--- config.mk ---
export PLATFORM = sky130hd
export DESIGN_NAME = pipe4_hazard_ctrl
export DESIGN_NICKNAME = d
export VERILOG_FILES = /design/src/rtl/pipe4_hazard_ctrl.sv
export SDC_FILE = /design/constraint.sdc
export NUM_CORES = 1
export LEC_CHECK = 0
export ABC_AREA = 1
export CORE_MARGIN = 2
export CORE_UTILIZATION = 30
export DETAILED_ROUTE_END_ITERATION = 10
export PLACE_DENSITY = 0.57
export SETUP_SLACK_MARGIN = 0.2
export SYNTH_ARGS = -nofsm -noshare
export SYNTH_HDL_FRONTEND = slang
export SYNTH_SLANG_ARGS = --single-unit
--- constraint.sdc ---
create_clock -name clk -period 2 [get_ports clk]
set_input_delay 0.4 -clock clk [delete_from_list [all_inputs] [get_ports clk]]
set_output_delay 0.4 -clock clk [all_outputs]
set_load 0.005 [all_outputs]
--- src/rtl/pipe4_hazard_ctrl.sv ---
// Hazard/sequencing controller for a 4-stage IF/ID/EXE/WB regfile pipeline.
// Tracks in-flight destinations, registers EXE forward selects, holds for multi-cycle ops.
module pipe4_hazard_ctrl #(
  parameter int REG_ADDR_W = 5,
  parameter int MC_LAT     = 4,
  parameter int CNT_W      = 16
) (
  input  logic                  clk,
  input  logic                  rst,
  input  logic                  id_valid,
  input  logic [REG_ADDR_W-1:0] id_rs1,
  input  logic [REG_ADDR_W-1:0] id_rs2,
  input  logic [REG_ADDR_W-1:0] id_rd,
  input  logic                  id_wen,
  input  logic                  id_multi,
  output logic                  stall,
  output logic                  exe_hold,
  output logic                  wb_bubble,
  output logic [1:0]            fwd_a,
  output logic [1:0]            fwd_b,
  output logic                  mc_busy,
  output logic [CNT_W-1:0]      stall_cycles
);

  localparam int MCW = $clog2(MC_LAT);

  typedef enum logic {
    IDLE    = 1'b0,
    MC_BUSY = 1'b1
  } state_t;

  state_t                r_state;
  state_t                w_state_nxt;
  logic [MCW-1:0]        r_mc_cnt;
  logic [MCW-1:0]        w_mc_cnt_nxt;
  logic                  w_issue;
  logic                  w_busy;

  logic                  r_exe_valid;
  logic [REG_ADDR_W-1:0] r_exe_rd;
  logic                  r_exe_wen;
  logic                  r_wb_valid;
  logic [REG_ADDR_W-1:0] r_wb_rd;
  logic                  r_wb_wen;

  logic [1:0]            r_fwd_a;
  logic [1:0]            r_fwd_b;
  logic [1:0]            w_sel_a;
  logic [1:0]            w_sel_b;
  logic                  w_exe_prod;
  logic                  w_wb_prod;
  logic [CNT_W-1:0]      r_stall_cycles;

  always_comb begin
    w_state_nxt  = r_state;
    w_mc_cnt_nxt = r_mc_cnt;
    w_issue      = 1'b0;
    w_busy       = 1'b0;
    unique case (r_state)
      IDLE: begin
        w_issue = 1'b1;
        if (id_valid && id_multi) begin
          w_state_nxt  = MC_BUSY;
          w_mc_cnt_nxt = MCW'(MC_LAT - 1);
        end
      end
      MC_BUSY: begin
        w_busy       = 1'b1;
        w_mc_cnt_nxt = r_mc_cnt - 1'b1;
        if (r_mc_cnt == MCW'(1)) begin
          w_state_nxt = IDLE;
        end
      end
      default: begin
        w_state_nxt = IDLE;
      end
    endcase
  end

  always_ff @(posedge clk or posedge rst) begin
    if (rst) begin
      r_state  <= IDLE;
      r_mc_cnt <= '0;
    end else begin
      r_state  <= w_state_nxt;
      r_mc_cnt <= w_mc_cnt_nxt;
    end
  end

  // nearest producer (EXE) beats the retiring one (WB); x0 never forwards
  assign w_exe_prod = r_exe_valid && r_exe_wen && (r_exe_rd != '0);
  assign w_wb_prod  = r_wb_valid && r_wb_wen && (r_wb_rd != '0);

  always_comb begin
    w_sel_a = 2'b00;
    w_sel_b = 2'b00;
    if (w_exe_prod && (r_exe_rd == id_rs1)) begin
      w_sel_a = 2'b01;
    end else if (w_wb_prod && (r_wb_rd == id_rs1)) begin
      w_sel_a = 2'b10;
    end
    if (w_exe_prod && (r_exe_rd == id_rs2)) begin
      w_sel_b = 2'b01;
    end else if (w_wb_prod && (r_wb_rd == id_rs2)) begin
      w_sel_b = 2'b10;
    end
  end

  always_ff @(posedge clk or posedge rst) begin
    if (rst) begin
      r_exe_valid <= 1'b0;
      r_exe_rd    <= '0;
      r_exe_wen   <= 1'b0;
      r_fwd_a     <= 2'b00;
      r_fwd_b     <= 2'b00;
    end else if (w_issue) begin
      r_exe_valid <= id_valid;
      r_exe_rd    <= id_rd;
      r_exe_wen   <= id_wen;
      r_fwd_a     <= id_valid ? w_sel_a : 2'b00;
      r_fwd_b     <= id_valid ? w_sel_b : 2'b00;
    end
  end

  always_ff @(posedge clk or posedge rst) begin
    if (rst) begin
      r_wb_valid <= 1'b0;
      r_wb_rd    <= '0;
      r_wb_wen   <= 1'b0;
    end else if (!w_busy) begin
      r_wb_valid <= r_exe_valid;
      r_wb_rd    <= r_exe_rd;
      r_wb_wen   <= r_exe_wen;
    end else begin
      r_wb_valid <= 1'b0;
    end
  end

  always_ff @(posedge clk or posedge rst) begin
    if (rst) begin
      r_stall_cycles <= '0;
    end else if (w_busy && (r_stall_cycles != '1)) begin
      r_stall_cycles <= r_stall_cycles + 1'b1;
    end
  end

  assign stall        = w_busy;
  assign exe_hold     = w_busy;
  assign wb_bubble    = w_busy;
  assign mc_busy      = w_busy;
  assign fwd_a        = r_fwd_a;
  assign fwd_b        = r_fwd_b;
  assign stall_cycles = r_stall_cycles;

endmodule

==> results.cfg <==
[grt]
grt_first_pass_wirelength_mm = 9.14
grt_busiest_layer = met2
antenna_found_initial = 0
met1_usage_pct = 19.3
grt_overflow = 0
grt_pass1_vias = 2039
grt_usage_pct = 14.7
use_met3_pct = 2.71
grt_max_degree = 38
use_met2_pct = 24.7

[final_layout]
drive_gt1_share_pct = 5.97
design_area_mm2 = 0.00280
layout_common_cells = nand2_1, clkdlybuf4s50_1, dfrtp_1
area_growth_pct = 30.0
final_common_cell = nand2_1
nets = 373
num_antenna_cells = 0
instances_no_fill = 448

[placement]
postPlaceCellArea_mm2 = 0.00269
gp_congestion = 0.836
portBuffers = 43
place_inst = 440
hpwlAfterDp_mm = 3.77

[clock_network]
clock_latency_ns = 0.29
clkTransAtPathRegs_ns = 0.08
numCtsBuffers = 5
clockBufferDepth = 2
ctsResizeCount = 0
htreeDepth = 2
clockRootBuffer = clkbuf_8
clock_sinks = 37
post-cts-setup-buffer-count = 0
postCtsHoldBufs = 0
cts_tree = built

[min_path]
hold_path_depth = 2
worstHoldStart = fwd_b[0]$_DFFE_PP0N_
min_path_type = reg2reg
hold_end = fwd_b[0]$_DFFE_PP0N_

[pwr]
p_sw_uw = 1190
seqPwrFrac_pct = 39.4
clkPwrFrac_pct = 21.4
switching_share_pct = 38.6
vdd_drop_max_mv = 0.512
leakagePower_uw = 0.00131
p_comb_share_pct = 39.2
power_density_mw_per_mm2 = 1100
power_uw = 3080
intPower_uw = 1890

[critical_path]
timing.rr.end = stall_cycles[12]$_DFFE_PP0P_
cp.depth = 1
crit_chain = clkdlybuf4s50_1
max_stage_delay_ns = 0.55
worstPathRequired_ns = 1.60
r2r-start = stall_cycles[0]$_DFFE_PP0P_
cp_num_buf_inv = 1
worstPathMaxFanout = 5
path_delay_family = buffers and inverters
path_class = reg2out
endpoint_kind = output port
startpoint_type = register
cp_slowest_cell = clkdlybuf4s50_1
reg2reg_depth = 10
reg2reg_slack_ns = 0.38
crit_arrival_ns = 1.31

[synth]
synthTopCellsByArea = dfrtp_1, nand2_1, inv_1
avgSynthCellArea_um2 = 7.09
synth_area_mm2 = 0.00215
yosysTopAreaCell = dfrtp_1
synth_top_area_share_pct = 43.0
seq_area_frac_synth_pct = 43.0
ys_seq_elements = 37
synth_nets = 326
syn_inst = 304
yosysUniqueCellTypes = 23
ys_warn_count = 0

[floorplan]
initial_core_util_pct = 31.4
rows = 30
die_w_um = 88.7
core_area_mm2 = 0.00687
ioPinCount = 44
die_area_mm2 = 0.00788
die_y_um = 88.7

[routing]
routed_wirelength_mm = 5.10
via_per_inst = 4.41
dr.pass1.iters = 4
drt_iter0_drc = 79
drtAntennaViolNets = 0
vias = 1976
drc = 0
drt-wirelength-per-cell_um = 11.4

[timing]
tightestPinTransition_ns = 0.480
setup_tns_ns = 0
finalHoldViolCount = 0
finClkSkew_ns = 0.00741
hold_slack_ns = 0.482
rsz0062_at_grt = false
relSlewSlack_pct = 68.0
slew_violations = 0
setup_viol = 0
fmax_mhz = 584
fin_crit_ns = 1.71
fin_crit_sh_pct = 85.7

[run]
cap_violations = 0

[outcome]
outcome = finished clean
## state kept, by name, indices dropped and copies added (netlist names)
| name | cells |
|---|---|
| fwd_b | 2 |
| r_wb_valid | 1 |
| fwd_a | 2 |
| stall_cycles | 16 |
| r_exe_rd | 5 |
| r_state | 1 |
| r_exe_valid | 1 |
| r_wb_rd | 5 |
| r_wb_wen | 1 |
| r_exe_wen | 1 |
| r_mc_cnt | 2 |
## worst reg2reg max path: cells and delay by family, from the launching register on
| kind | cells | cell delay, ns |
|---|---|---|
| adders and majority gates | 1 | 0.28 |
| buffers and inverters | 2 | 0.34 |
| DFF | 1 | 0.42 |
| and+or+nand+nor | 7 | 0.46 |
## worst max-delay path by stage
stage | slack, ns | to | start
6_report | 0.29 | stall_cycles[8] | stall_cycles[8]$_DFFE_PP0P_
5_1_grt | 0.21 | stall_cycles[12]$_DFFE_PP0P_ | stall_cycles[0]$_DFFE_PP0P_
4_1_cts | 0.28 | stall_cycles[8] | stall_cycles[8]$_DFFE_PP0P_
3_5_place_dp | 0.31 | fwd_a[1]$_DFFE_PP0N_ | id_valid
3_3_place_gp | 0.32 | fwd_a[1]$_DFFE_PP0N_ | id_valid
2_1_floorplan | 0.54 | stall_cycles[12]$_DFFE_PP0P_ | stall_cycles[0]$_DFFE_PP0P_
## kinds of logic (layout without fill, tap and decap cells)
group,Yosys count,after routing,share of synthesized area (%)
buffers and inverters,45,93,9.12
XOR/XNOR,17,17,6.91
flip-flops,37,37,43.0
adder cells (fa/ha/maj),2,2,1.16
AND/OR/NAND/NOR,176,176,32.9
AO/OA/AOI/OAI,27,27,6.91
## power by group through the flow
stage               Clock, µW  Sequential [µW]  Combinational, µW
CTS                       686             1220               1230
finish                    660             1210               1210
global route              717             1250               1410
global placement            0             1230               1200
floorplan                   0             1180                832
detailed placement          0             1230               1230
## metal layers
layer	up-vias	share of wire (%)
met1	911	48
met2	37	48
met3	6	3.3
met5	-	0
li1	1022	-
met4	0	1.1
## layout make-up
class                      count  area (µm²)
clock buffer                   5        68.8
clock inverter                 3        43.8
fill                         737        4070
inverter                      36         135
multi-input combinational    222        1030
sequential                    37         926
tap                           96         120
timing repair buffer          49         475
## synth_stat cells, drive strengths merged
library cell / instances
o21ai: 23
o21bai: 1
nor3: 1
xor2: 11
nand3b: 2
nor2: 36
dfrtp: 37
clkbuf: 2
a21oi: 3
buf: 7
inv: 36
nand3: 10
nand4: 6
ha: 2
nand2: 121
xnor2: 6
## through the flow
| stage | setup slack, ns | utilization, % |
|---|---|---|
| 2_1_floorplan | 0.544 | - |
| 4_1_cts | 0.275 | 40.8 |
| 5_1_grt | 0.214 | 40.8 |
| 3_3_place_gp | 0.322 | 39.1 |
| 3_5_place_dp | 0.308 | 39.1 |
| 6_report | 0.287 | 40.8 |
Note: power is estimated with default switching activity, not from simulation.
